[src/rtl/gen_counter_pkg.sv]
// Shared mode encodings and step helper for the generate-built counter bank.
// Pure constants/functions: no latency, no flow control.
// Imported by the channel and the bank top.
package gen_counter_pkg;

    localparam int MODE_UP_WRAP = 0;
    localparam int MODE_UP_SAT  = 1;
    localparam int MODE_DN_WRAP = 2;

    // 2**step_log2 truncated to width bits; collapses to 0 once the bit falls off the top.
    function automatic int step_val(input int width, input int step_log2);
        if (step_log2 >= width || step_log2 < 0)
            return 0;
        return int'(1) << step_log2;
    endfunction

endpackage

[src/rtl/gen_counter_chan.sv]
// One counter channel: count/tc/wrap_seen registers, behaviour picked at elaboration by MODE.
// Latency: one clock from en/load to cnt/tc/wrap_seen.
// No backpressure: en/load are sampled every edge.
module gen_counter_chan
    import gen_counter_pkg::*;
#(
    parameter int WIDTH     = 3,
    parameter int MODE      = MODE_UP_WRAP,
    parameter int STEP_LOG2 = 0,
    parameter int INIT      = 4
) (
    input  logic             clk,
    input  logic             rst,
    input  logic             en,
    input  logic             load,
    input  logic [WIDTH-1:0] load_val,
    input  logic             clr,
    output logic [WIDTH-1:0] cnt,
    output logic             tc,
    output logic             wrap_seen
);

    localparam logic [WIDTH-1:0] STEP   = WIDTH'(step_val(WIDTH, STEP_LOG2));
    localparam logic [WIDTH-1:0] INIT_V = WIDTH'(INIT);
    localparam logic [WIDTH-1:0] MAX_V  = '1;

    logic [WIDTH-1:0] cnt_q;
    logic             tc_q;
    logic             ws_q;

    generate
        if (MODE == MODE_UP_WRAP || MODE == MODE_UP_SAT || MODE == MODE_DN_WRAP) begin : g_live
            logic [WIDTH-1:0] step_cnt;
            logic             step_tc;
            logic [WIDTH-1:0] cnt_d;
            logic             tc_d;
            logic             ws_d;

            if (MODE == MODE_UP_WRAP) begin : g_up_wrap
                logic [WIDTH:0] sum;
                assign sum      = {1'b0, cnt_q} + {1'b0, STEP};
                assign step_cnt = sum[WIDTH-1:0];
                assign step_tc  = sum[WIDTH];
            end else if (MODE == MODE_UP_SAT) begin : g_up_sat
                logic [WIDTH:0] sum;
                assign sum      = {1'b0, cnt_q} + {1'b0, STEP};
                assign step_cnt = sum[WIDTH] ? MAX_V : sum[WIDTH-1:0];
                // Level flag: stays high every enabled cycle spent at the ceiling.
                assign step_tc  = (step_cnt == MAX_V);
            end else begin : g_dn_wrap
                logic [WIDTH:0] diff;
                assign diff     = {1'b0, cnt_q} - {1'b0, STEP};
                assign step_cnt = diff[WIDTH-1:0];
                assign step_tc  = diff[WIDTH];
            end

            always_comb begin
                cnt_d = cnt_q;
                tc_d  = 1'b0;
                if (load) begin
                    cnt_d = load_val;
                end else if (en) begin
                    cnt_d = step_cnt;
                    tc_d  = step_tc;
                end
                // A fresh tc outranks a clear issued on the same edge.
                ws_d = tc_d | (ws_q & ~clr);
            end

            always_ff @(posedge clk) begin
                if (rst) begin
                    cnt_q <= INIT_V;
                    tc_q  <= 1'b0;
                    ws_q  <= 1'b0;
                end else begin
                    cnt_q <= cnt_d;
                    tc_q  <= tc_d;
                    ws_q  <= ws_d;
                end
            end
        end else begin : g_frozen
            logic unused_ctrl;
            assign unused_ctrl = ^{en, load, load_val, clr};

            always_ff @(posedge clk) begin
                if (rst) begin
                    cnt_q <= INIT_V;
                    tc_q  <= 1'b0;
                    ws_q  <= 1'b0;
                end else begin
                    cnt_q <= INIT_V;
                    tc_q  <= 1'b0;
                    ws_q  <= 1'b0;
                end
            end
        end
    endgenerate

    assign cnt       = cnt_q;
    assign tc        = tc_q;
    assign wrap_seen = ws_q;

endmodule

[src/rtl/gen_counter_bank.sv]
// Bank of NCH independent counters built in generate block ch[i], plus tc reductions.
// Latency: one clock to count/tc; all_tc/any_tc are combinational from tc.
// No backpressure: per-channel controls are sampled every edge.
module gen_counter_bank
    import gen_counter_pkg::*;
#(
    parameter int NCH       = 3,
    parameter int WIDTH     = 3,
    parameter int MODE      = MODE_UP_WRAP,
    parameter int STEP_LOG2 = 0,
    parameter int INIT      = 4
) (
    input  logic                 clk,
    input  logic                 rst,
    input  logic [NCH-1:0]       en,
    input  logic [NCH-1:0]       load,
    input  logic [NCH*WIDTH-1:0] load_val,
    input  logic [NCH-1:0]       clr,
    output logic [NCH*WIDTH-1:0] count,
    output logic [NCH-1:0]       tc,
    output logic [NCH-1:0]       wrap_seen,
    output logic                 all_tc,
    output logic                 any_tc
);

    for (genvar i = 0; i < NCH; i++) begin : ch
        gen_counter_chan #(
            .WIDTH     (WIDTH),
            .MODE      (MODE),
            .STEP_LOG2 (STEP_LOG2),
            .INIT      (INIT)
        ) u_chan (
            .clk       (clk),
            .rst       (rst),
            .en        (en[i]),
            .load      (load[i]),
            .load_val  (load_val[i*WIDTH +: WIDTH]),
            .clr       (clr[i]),
            .cnt       (count[i*WIDTH +: WIDTH]),
            .tc        (tc[i]),
            .wrap_seen (wrap_seen[i])
        );
    end

    assign all_tc = &tc;
    assign any_tc = |tc;

endmodule

[config.mk]
export PLATFORM = sky130hd
export DESIGN_NAME = gen_counter_bank
export DESIGN_NICKNAME = d
export VERILOG_FILES = /design/src/rtl/gen_counter_pkg.sv /design/src/rtl/gen_counter_chan.sv /design/src/rtl/gen_counter_bank.sv
export SDC_FILE = /design/constraint.sdc
export NUM_CORES = 1
export LEC_CHECK = 0
export BUFFER_PORTS_ARGS = -buffer_cell sky130_fd_sc_hd__buf_2
export CAP_MARGIN = 20
export CORE_MARGIN = 4
export CORE_UTILIZATION = 47
export CTS_CLUSTER_SIZE = 24
export DETAILED_ROUTE_END_ITERATION = 8
export PLACE_DENSITY = 0.89
export SYNTH_ARGS = -nofsm -noshare
export SYNTH_HDL_FRONTEND = slang
export SYNTH_HIERARCHICAL = 1
export SYNTH_SLANG_ARGS = --single-unit
[constraint.sdc]
create_clock -name clk -period 2.15 [get_ports clk]
set_input_delay 0 -clock clk [delete_from_list [all_inputs] [get_ports clk]]
set_output_delay 0 -clock clk [all_outputs]
set_load 0.05 [all_outputs]
## Word-level counts from Yosys, hierarchy flattened

Cells that the tools add are included.

| cells by class | value |
|---|---|
| add/subtract/negate cells | 3 |
| mux-type cells | 12 |
| bitwise operators | 9 |
| reductions and logical operators | 5 |

Operators with widths:

| operator | count |
|---|---|
| 2-to-1 mux 3 bit | 6 |
| adder 3 x 1 -> 4 bit (second input constant) | 3 |
| 2-to-1 mux 1 bit | 6 |
| nonzero test 2 bit | 3 |
| bitwise AND 1 bit | 3 |
| NOT 1 bit | 3 |
| OR 1 bit | 3 |
| AND reduction 3 bit | 1 |
| OR reduction 3 bit | 1 |

| storage, ports and cells | value |
|---|---|
| flip-flop bits (word level) | 15 |
| bits of input ports | 20 |
| output and inout port bits | 17 |
| logic and storage cells | 38 |

## Longest topological paths before layout

Gate-level depths: netlist of the first run.

| depth | value |
|---|---|
| depth after elaboration | 4 |
| mapped depth | 3 |

## By module

The synthesis of the first run kept the hierarchy.

By module, submodules not included:

| module | instances | cells an instance | area each (um^2) | seq. area each (um^2) |
|---|---|---|---|---|
| gen_counter_chan | 3 | 23 | 241.5 | 100.1 |
| gen_counter_bank | 1 | 2 | 13.8 | 0.0 |

## Worst setup path after synthesis of the first run

OpenSTA, ideal clock, no wires.

| timing path | value |
|---|---|
| kind | register to register |
| start point | register ch[0].u_chan.cnt_q[0] |
| end point | register ch[0].u_chan.cnt_q[2] |
| setup time | 0.124 ns |
| data arrival time | 1.323 ns |
| required time | 2.026 ns |
| slack | 0.702 ns |
| stages on the path, launching flop included | 4 |
| path buffers | 0 |
| clock period less this slack | 1.448 ns |
| cell sequence | dfxtp_1 > ha_1 > and4bb_1 > a2111o_1 |

| between the ends | value |
|---|---|
| longest elaborated chain between the ends | 3 |

RTL lines:

| element | line | source |
|---|---|---|
| start: declaration | gen_counter_chan.sv:27 | `logic [WIDTH-1:0] cnt_q;` |
| start signal: assignment | gen_counter_chan.sv:76 | `cnt_q <= cnt_d;` |
| adder 3 x 1 -> 4 bit | gen_counter_chan.sv:41 | `assign sum = {1'b0, cnt_q} + {1'b0, STEP};` |
| 2-to-1 mux 3 bit | gen_counter_chan.sv:62 | `end else if (en) begin` |
| 2-to-1 mux 3 bit | gen_counter_chan.sv:60 | `if (load) begin` |

No other way between the ends. The select of a mux whose other input is x is not followed.
A chain may end at the register's enable or synchronous reset.

## Worst setup path after layout of the first run

Same ends and word-level chain as after synthesis.

==> results of run 1 <==
## placed cells by master, fill, tap and decap left out
cell type | synthesis | routed
inv_1 | 6 | 6
xnor2_1 | 3 | 3
or3_1 | 1 | 1
nand2b_1 | 3 | 3
and3_2 | 1 | 1
ha_1 | 3 | 3
and2_2 | 3 | 3
dfxtp_1 | 15 | 15
and2b_1 | 3 | 3
nand4b_1 | 3 | 3
mux2i_1 | 3 | 3
a211oi_1 | 6 | 6
nor2b_2 | 6 | 6
nor2_1 | 3 | 3
dlygate4sd3_1 | 0 | 4
o32ai_1 | 3 | 3
nand2_1 | 3 | 3
a2111o_1 | 3 | 3
and4bb_1 | 3 | 3
clkbuf_1 | 0 | 1
buf_2 | 0 | 36
clkbuf_4 | 0 | 3
## critical path: stages (launching register included)
cell	delay (ns)
dfxtp_1	0.35
ha_1	0.22
and4bb_1	0.20
a2111o_1	0.37
## per-layer routing
layer,GRT usage,up-vias,wire length (µm),part of all wire
met5,0,-,0,0
met4,0.09140,0,32,0.020
met1,0.1787,306,657,0.41
met3,0.03759,5,106,0.066
met2,0.2567,23,817,0.51
li1,-,347,-,-
## layout make-up
cell class	instances	area (µm²)
sequential	15	300.3
multi-input combinational	50	415.4
tap	16	20.02
clock buffer	4	26.28
timing repair buffer	40	220.2
fill	125	484.2
inverter	6	22.52
## power by group through the flow
stage	Clock (mW)	Combinational (mW)	Sequential [mW]
final	0.164	0.155	0.307
after CTS	0.162	0.156	0.307
after floorplan	0	0.0483	0.363
after global placement	0	0.147	0.312
after global routing	0.173	0.169	0.310
after detailed placement	0	0.150	0.314
## per-stage QoR
step	total power, mW	util
2_1_floorplan	0.4118	-
6_report	0.6257	0.6748
5_1_grt	0.6516	0.6748
3_5_place_dp	0.4633	0.6303
4_1_cts	0.6253	0.6748
3_3_place_gp	0.4598	0.6303
## sequential cells by signal, summed over array words and instances (netlist names)
| signal | cells |
|---|---|
| ch.u_chan/tc | 3 |
| ch.u_chan/wrap_seen | 3 |
| ch.u_chan/cnt | 9 |
## kinds of logic (layout without fill, tap and decap cells)
group,after synthesis,after routing
AND/OR/NAND/NOR,29,29
flip-flops,15,15
AO/OA/AOI/OAI,12,12
buffers and inverters,6,50
adder cells (fa/ha/maj),3,3
XOR/XNOR,3,3
multiplexers,3,3
## cell usage after synthesis
master / instances / area [µm²]
a2111o_1: 3 / 33.78
a211oi_1: 6 / 45.04
and2_2: 3 / 22.52
and2b_1: 3 / 22.52
and3_2: 1 / 7.510
and4bb_1: 3 / 37.54
dfxtp_1: 15 / 300.3
ha_1: 3 / 37.54
inv_1: 6 / 22.52
mux2i_1: 3 / 30.03
nand2_1: 3 / 11.26
nand2b_1: 3 / 18.77
nand4b_1: 3 / 26.28
nor2_1: 3 / 11.26
nor2b_2: 6 / 52.55
o32ai_1: 3 / 26.28
or3_1: 1 / 6.260
xnor2_1: 3 / 26.28
## worst max-delay path by stage
| stage | slack [ns] | end | depth (start not counted) |
|---|---|---|---|
| 5_1_grt | 0.86 | ch[1].u_chan/cnt[2] | 3 |
| 3_3_place_gp | 0.95 | ch[1].u_chan/cnt[2] | 3 |
| 2_1_floorplan | 0.70 | ch[0].u_chan/cnt[2] | 3 |
| 6_report | 0.90 | ch[0].u_chan/cnt[2] | 3 |
| 3_5_place_dp | 0.92 | ch[0].u_chan/cnt[2] | 3 |
| 4_1_cts | 0.91 | ch[0].u_chan/cnt[2] | 3 |
==> flow_metrics.py, run 1 <==
metrics = {
    "run_status": {
        "status": "finished, violations left",
        "violations": "hold timing",
    },
    "logic_synthesis": {
        "syn_area_um2": 738.2,
        "synth.net_count": 94,
        "synth_cell_type_count": 18,
        "ys_seq_area_frac": 0.4068,
        "synth_seq_cells": 15,
        "ys_warn_count": 6,
        "synth-simple-area-share": 0.2932,
        "synth_mux_area_frac": 0.04068,
        "synthXorXnorAreaFrac": 0.03559,
        "synth_cells": 71,
        "syn_area_per_cell_um2": 10.40,
        "synth_top_family_by_area": "simple AND/OR/NAND/NOR gates",
        "synthAdderAreaFrac": 0.05085,
        "synth_compound_area_frac": 0.1424,
    },
    "timing": {
        "slew_viol_final": 0,
        "finalSetupTns_ns": 0,
        "hold_viol": 2,
        "max_freq_mhz": 801.0,
        "fin_crit_sh": 0.5807,
        "hold_slack_ns": -0.002939,
        "worst_pin_slew_ns": 0.2599,
        "setup_viol": 0,
        "fin_skew_ns": 0.007128,
        "relSlewSlack": 0.8268,
        "fin_crit_ns": 1.249,
        "rsz0062_at_grt": "no",
        "layout_setup_ws_ns": 0.9015,
    },
    "finish": {
        "finalNetCount": 139,
        "antenna_cells": 0,
        "drive_gt1_frac": 0.4261,
        "syn_to_final_growth_pct": 36.10,
        "fin_area_um2": 1005,
        "instances_no_fill": 131,
    },
    "floorplan": {
        "core_um2": 1489,
        "die_area_um2": 2269,
        "ios": 37,
        "row_count": 14,
        "die_height_um": 47.63,
        "initial_core_util": 0.4958,
        "fp.dieW_um": 47.63,
    },
    "setup_path": {
        "reg2regPathDepth": 3,
        "startpoint": "ch[0].u_chan/cnt[0]",
        "startpoint_type": "flop",
        "r2r_slack_ns": 0.90,
        "worstSetupEndpointType": "flop",
        "r2r-end": "ch[0].u_chan/cnt[2]",
        "worstPathRequired_ns": 2.33,
        "cp.arrival_ns": 1.43,
        "path_class": "flop to flop",
        "rr_startpoint": "ch[0].u_chan/cnt[0]",
        "worstPathMaxFanout": 4,
    },
    "routing": {
        "antenna_left": 0,
        "vias": 681,
        "viasPerCell": 5.198,
        "drt_iter0_drc": 3,
        "wirelength_um": 1613,
        "post-route-drc-count": 0,
        "drtPass1Iterations": 2,
        "wire_per_inst_um": 12.31,
    },
    "placed_design": {
        "place_ws_ns": 0.9207,
        "dp.cells": 123,
        "hpwlAfterDp_um": 1254,
        "io_buffers": 36,
        "place.gp.congestion": 0.7121,
        "place_area_um2": 938.4,
    },
    "clock_tree": {
        "clockBufferDepth": 2,
        "cts-root-buf": "clkbuf_4",
        "htreeDepth": 1,
        "ctsResizeCount": 0,
        "cts_sinks": 15,
        "path_clk_slew_ns": 0.09,
        "cts_tree": "built",
        "clk_latency_ns": 0.29,
        "cts_setup_buffers": 0,
        "numCtsBuffers": 3,
        "ctsHoldBuffers": 4,
    },
    "power": {
        "pwr-share-clk": 0.261,
        "p_int_mw": 0.4250,
        "seq_power_share": 0.491,
        "p_sw_frac": 0.3207,
        "powerDensity_nw_per_um2": 622.8,
        "comb_power_share": 0.247,
        "cellLeakagePower_nw": 0.4897,
        "p_sw_mw": 0.2007,
        "ir_drop_mv": 0.3820,
    },
    "grt": {
        "antenna_found_initial": 0,
        "grt_remaining_overflow": 0,
        "grt_max_degree": 16,
        "grt_pass1_wl_um": 2490,
        "track_usage": 0.1544,
        "grt_pass1_vias": 638,
    },
    "worst_hold_path": {
        "hold_start": "load_val[1]",
        "hold_class": "primary input to flop",
        "min_delay_path_depth": 3,
        "whs_endpoint": "ch[0].u_chan/cnt[1]",
    },
    "flow_run": {
        "drv_cap": 0,
    },
}
Power figures use the tool's default switching activity.
==> inputs of run 2 (changes only) <==
- CORE_UTILIZATION: 47 -> 43
- PLACE_DENSITY: 0.89 -> 0.83
- clock period: 2.15 -> 1.25 ns (I/O delays scaled with it)
==> flow_metrics.py, run 2 (synthesized netlist as in run 1, its figures left out) <==
metrics = {
    "power": {
        "p_total_mw": 1.079,
        "p_int_mw": 0.7430,
        "ir_drop_mv": 0.7699,
        "comb_power_share": 0.260,
        "p_sw_mw": 0.3361,
        "cellLeakagePower_nw": 0.4970,
        "powerDensity_nw_per_um2": 991.4,
        "pwr-share-clk": 0.243,
        "seq_power_share": 0.497,
        "p_sw_frac": 0.3115,
    },
    "finish": {
        "largest_register_ffs": 9,
        "utilization": 0.6982,
        "instances_no_fill": 133,
        "finalNetCount": 141,
        "syn_to_final_growth_pct": 47.46,
        "drive_gt1_frac": 0.5214,
        "final_common_cell": "buf_2",
        "antenna_cells": 0,
    },
    "clock_tree": {
        "cts-root-buf": "clkbuf_4",
        "clk_latency_ns": 0.28,
        "path_clk_slew_ns": 0.08,
        "htreeDepth": 1,
        "cts_tree": "built",
        "clockBufferDepth": 2,
        "cts_sinks": 15,
        "numCtsBuffers": 3,
        "ctsResizeCount": 0,
    },
    "grt": {
        "antenna_found_initial": 0,
        "track_usage": 0.1489,
        "grt_max_degree": 16,
        "grt_pass1_wl_um": 2801,
        "grt_pass1_vias": 631,
        "grt_remaining_overflow": 0,
    },
    "setup_path": {
        "path_class": "flop to flop",
        "startpoint_type": "flop",
        "worstSetupEndpointType": "flop",
        "worstPathMaxFanout": 4,
        "worstPathRequired_ns": 1.41,
        "cp.arrival_ns": 1.36,
    },
    "placed_design": {
        "hpwlAfterDp_um": 1306,
        "dp.cells": 123,
        "place_ws_ns": 0.06444,
        "place.gp.congestion": 0.7249,
        "io_buffers": 36,
    },
    "timing": {
        "slew_viol_final": 0,
        "fin_skew_ns": 0.002958,
        "rsz0062_at_grt": "no",
        "hold_viol": 0,
        "fin_crit_sh": 0.9578,
        "fin_crit_ns": 1.197,
        "layout_setup_ws_ns": 0.05274,
        "finalSetupTns_ns": 0,
        "max_freq_mhz": 835.2,
        "worst_pin_slew_ns": 0.2546,
        "setup_viol": 0,
        "relSlewSlack": 0.8293,
    },
    "floorplan": {
        "die_height_um": 49.44,
        "die_area_um2": 2444,
        "row_count": 14,
        "initial_core_util": 0.4735,
        "core_um2": 1559,
        "fp.dieW_um": 49.44,
        "ios": 37,
    },
    "routing": {
        "antenna_left": 0,
        "wirelength_um": 1667,
        "viasPerCell": 5.038,
        "wire_per_inst_um": 12.53,
        "drt_iter0_drc": 5,
        "drtPass1Iterations": 2,
        "vias": 670,
        "post-route-drc-count": 0,
    },
    "flow_run": {
        "drv_cap": 0,
    },
    "worst_hold_path": {
        "hold_class": "primary input to flop",
    },
    "run_status": {
        "status": "finished, final reports clean",
    },
}
## run 2: per-stage QoR
step,hold WS (ns),cell area [µm²]
floorplan,0.06304,802.0
global placement,0.2086,1002
detailed placement,0.2114,1002
CTS,0.003262,1089
global route,0.01680,1089
finish,0.01118,1089
## run 2: power by group through the flow
stage / logic (mW) / clock network [mW] / registers, mW
after floorplan: 0.0876 / 0 / 0.635
after global placement: 0.260 / 0 / 0.546
after detailed placement: 0.267 / 0 / 0.548
after CTS: 0.284 / 0.279 / 0.537
after global routing: 0.306 / 0.294 / 0.543
final: 0.280 / 0.262 / 0.537
## run 2: what timing repair did
action,in CTS,in global routing
hold buffers,6,0
endpoints found under the hold margin,6,0
buffers inserted,0,0
## run 2: final cells by class
type	count	area [µm²]
well taps	16	20.02
clock buffers	4	26.28
fillers	128	470.5
multi-input cells	50	452.9
flip-flops and latches	15	326.6
repair buffers	42	240.2
inverters	6	22.52
## run 2: worst paths after layout
path                          start                     end  slack (ns)  cells past startpoint
max             ch[2].u_chan/cnt[0]     ch[2].u_chan/cnt[2]        0.05                      3
min                     load_val[7]     ch[2].u_chan/cnt[1]        0.01                      3
max reg2reg     ch[2].u_chan/cnt[0]     ch[2].u_chan/cnt[2]        0.05                      3
min reg2reg  ch[2].u_chan/wrap_seen  ch[2].u_chan/wrap_seen        0.48                      2
## run 2: metal layers
layer  wire length (µm)  part of all wire  global-route usage
met1                720              0.43              0.1769
met5                  0                 0                   0
met4                  0                 0             0.04147
met2                789              0.47              0.2411
met3                157             0.094             0.06728
## run 2: critical path, stage by stage, from the launching register on
cell	delay, ns
dfxtp_4	0.37
ha_4	0.15
and4bb_1	0.19
a2111o_1	0.37
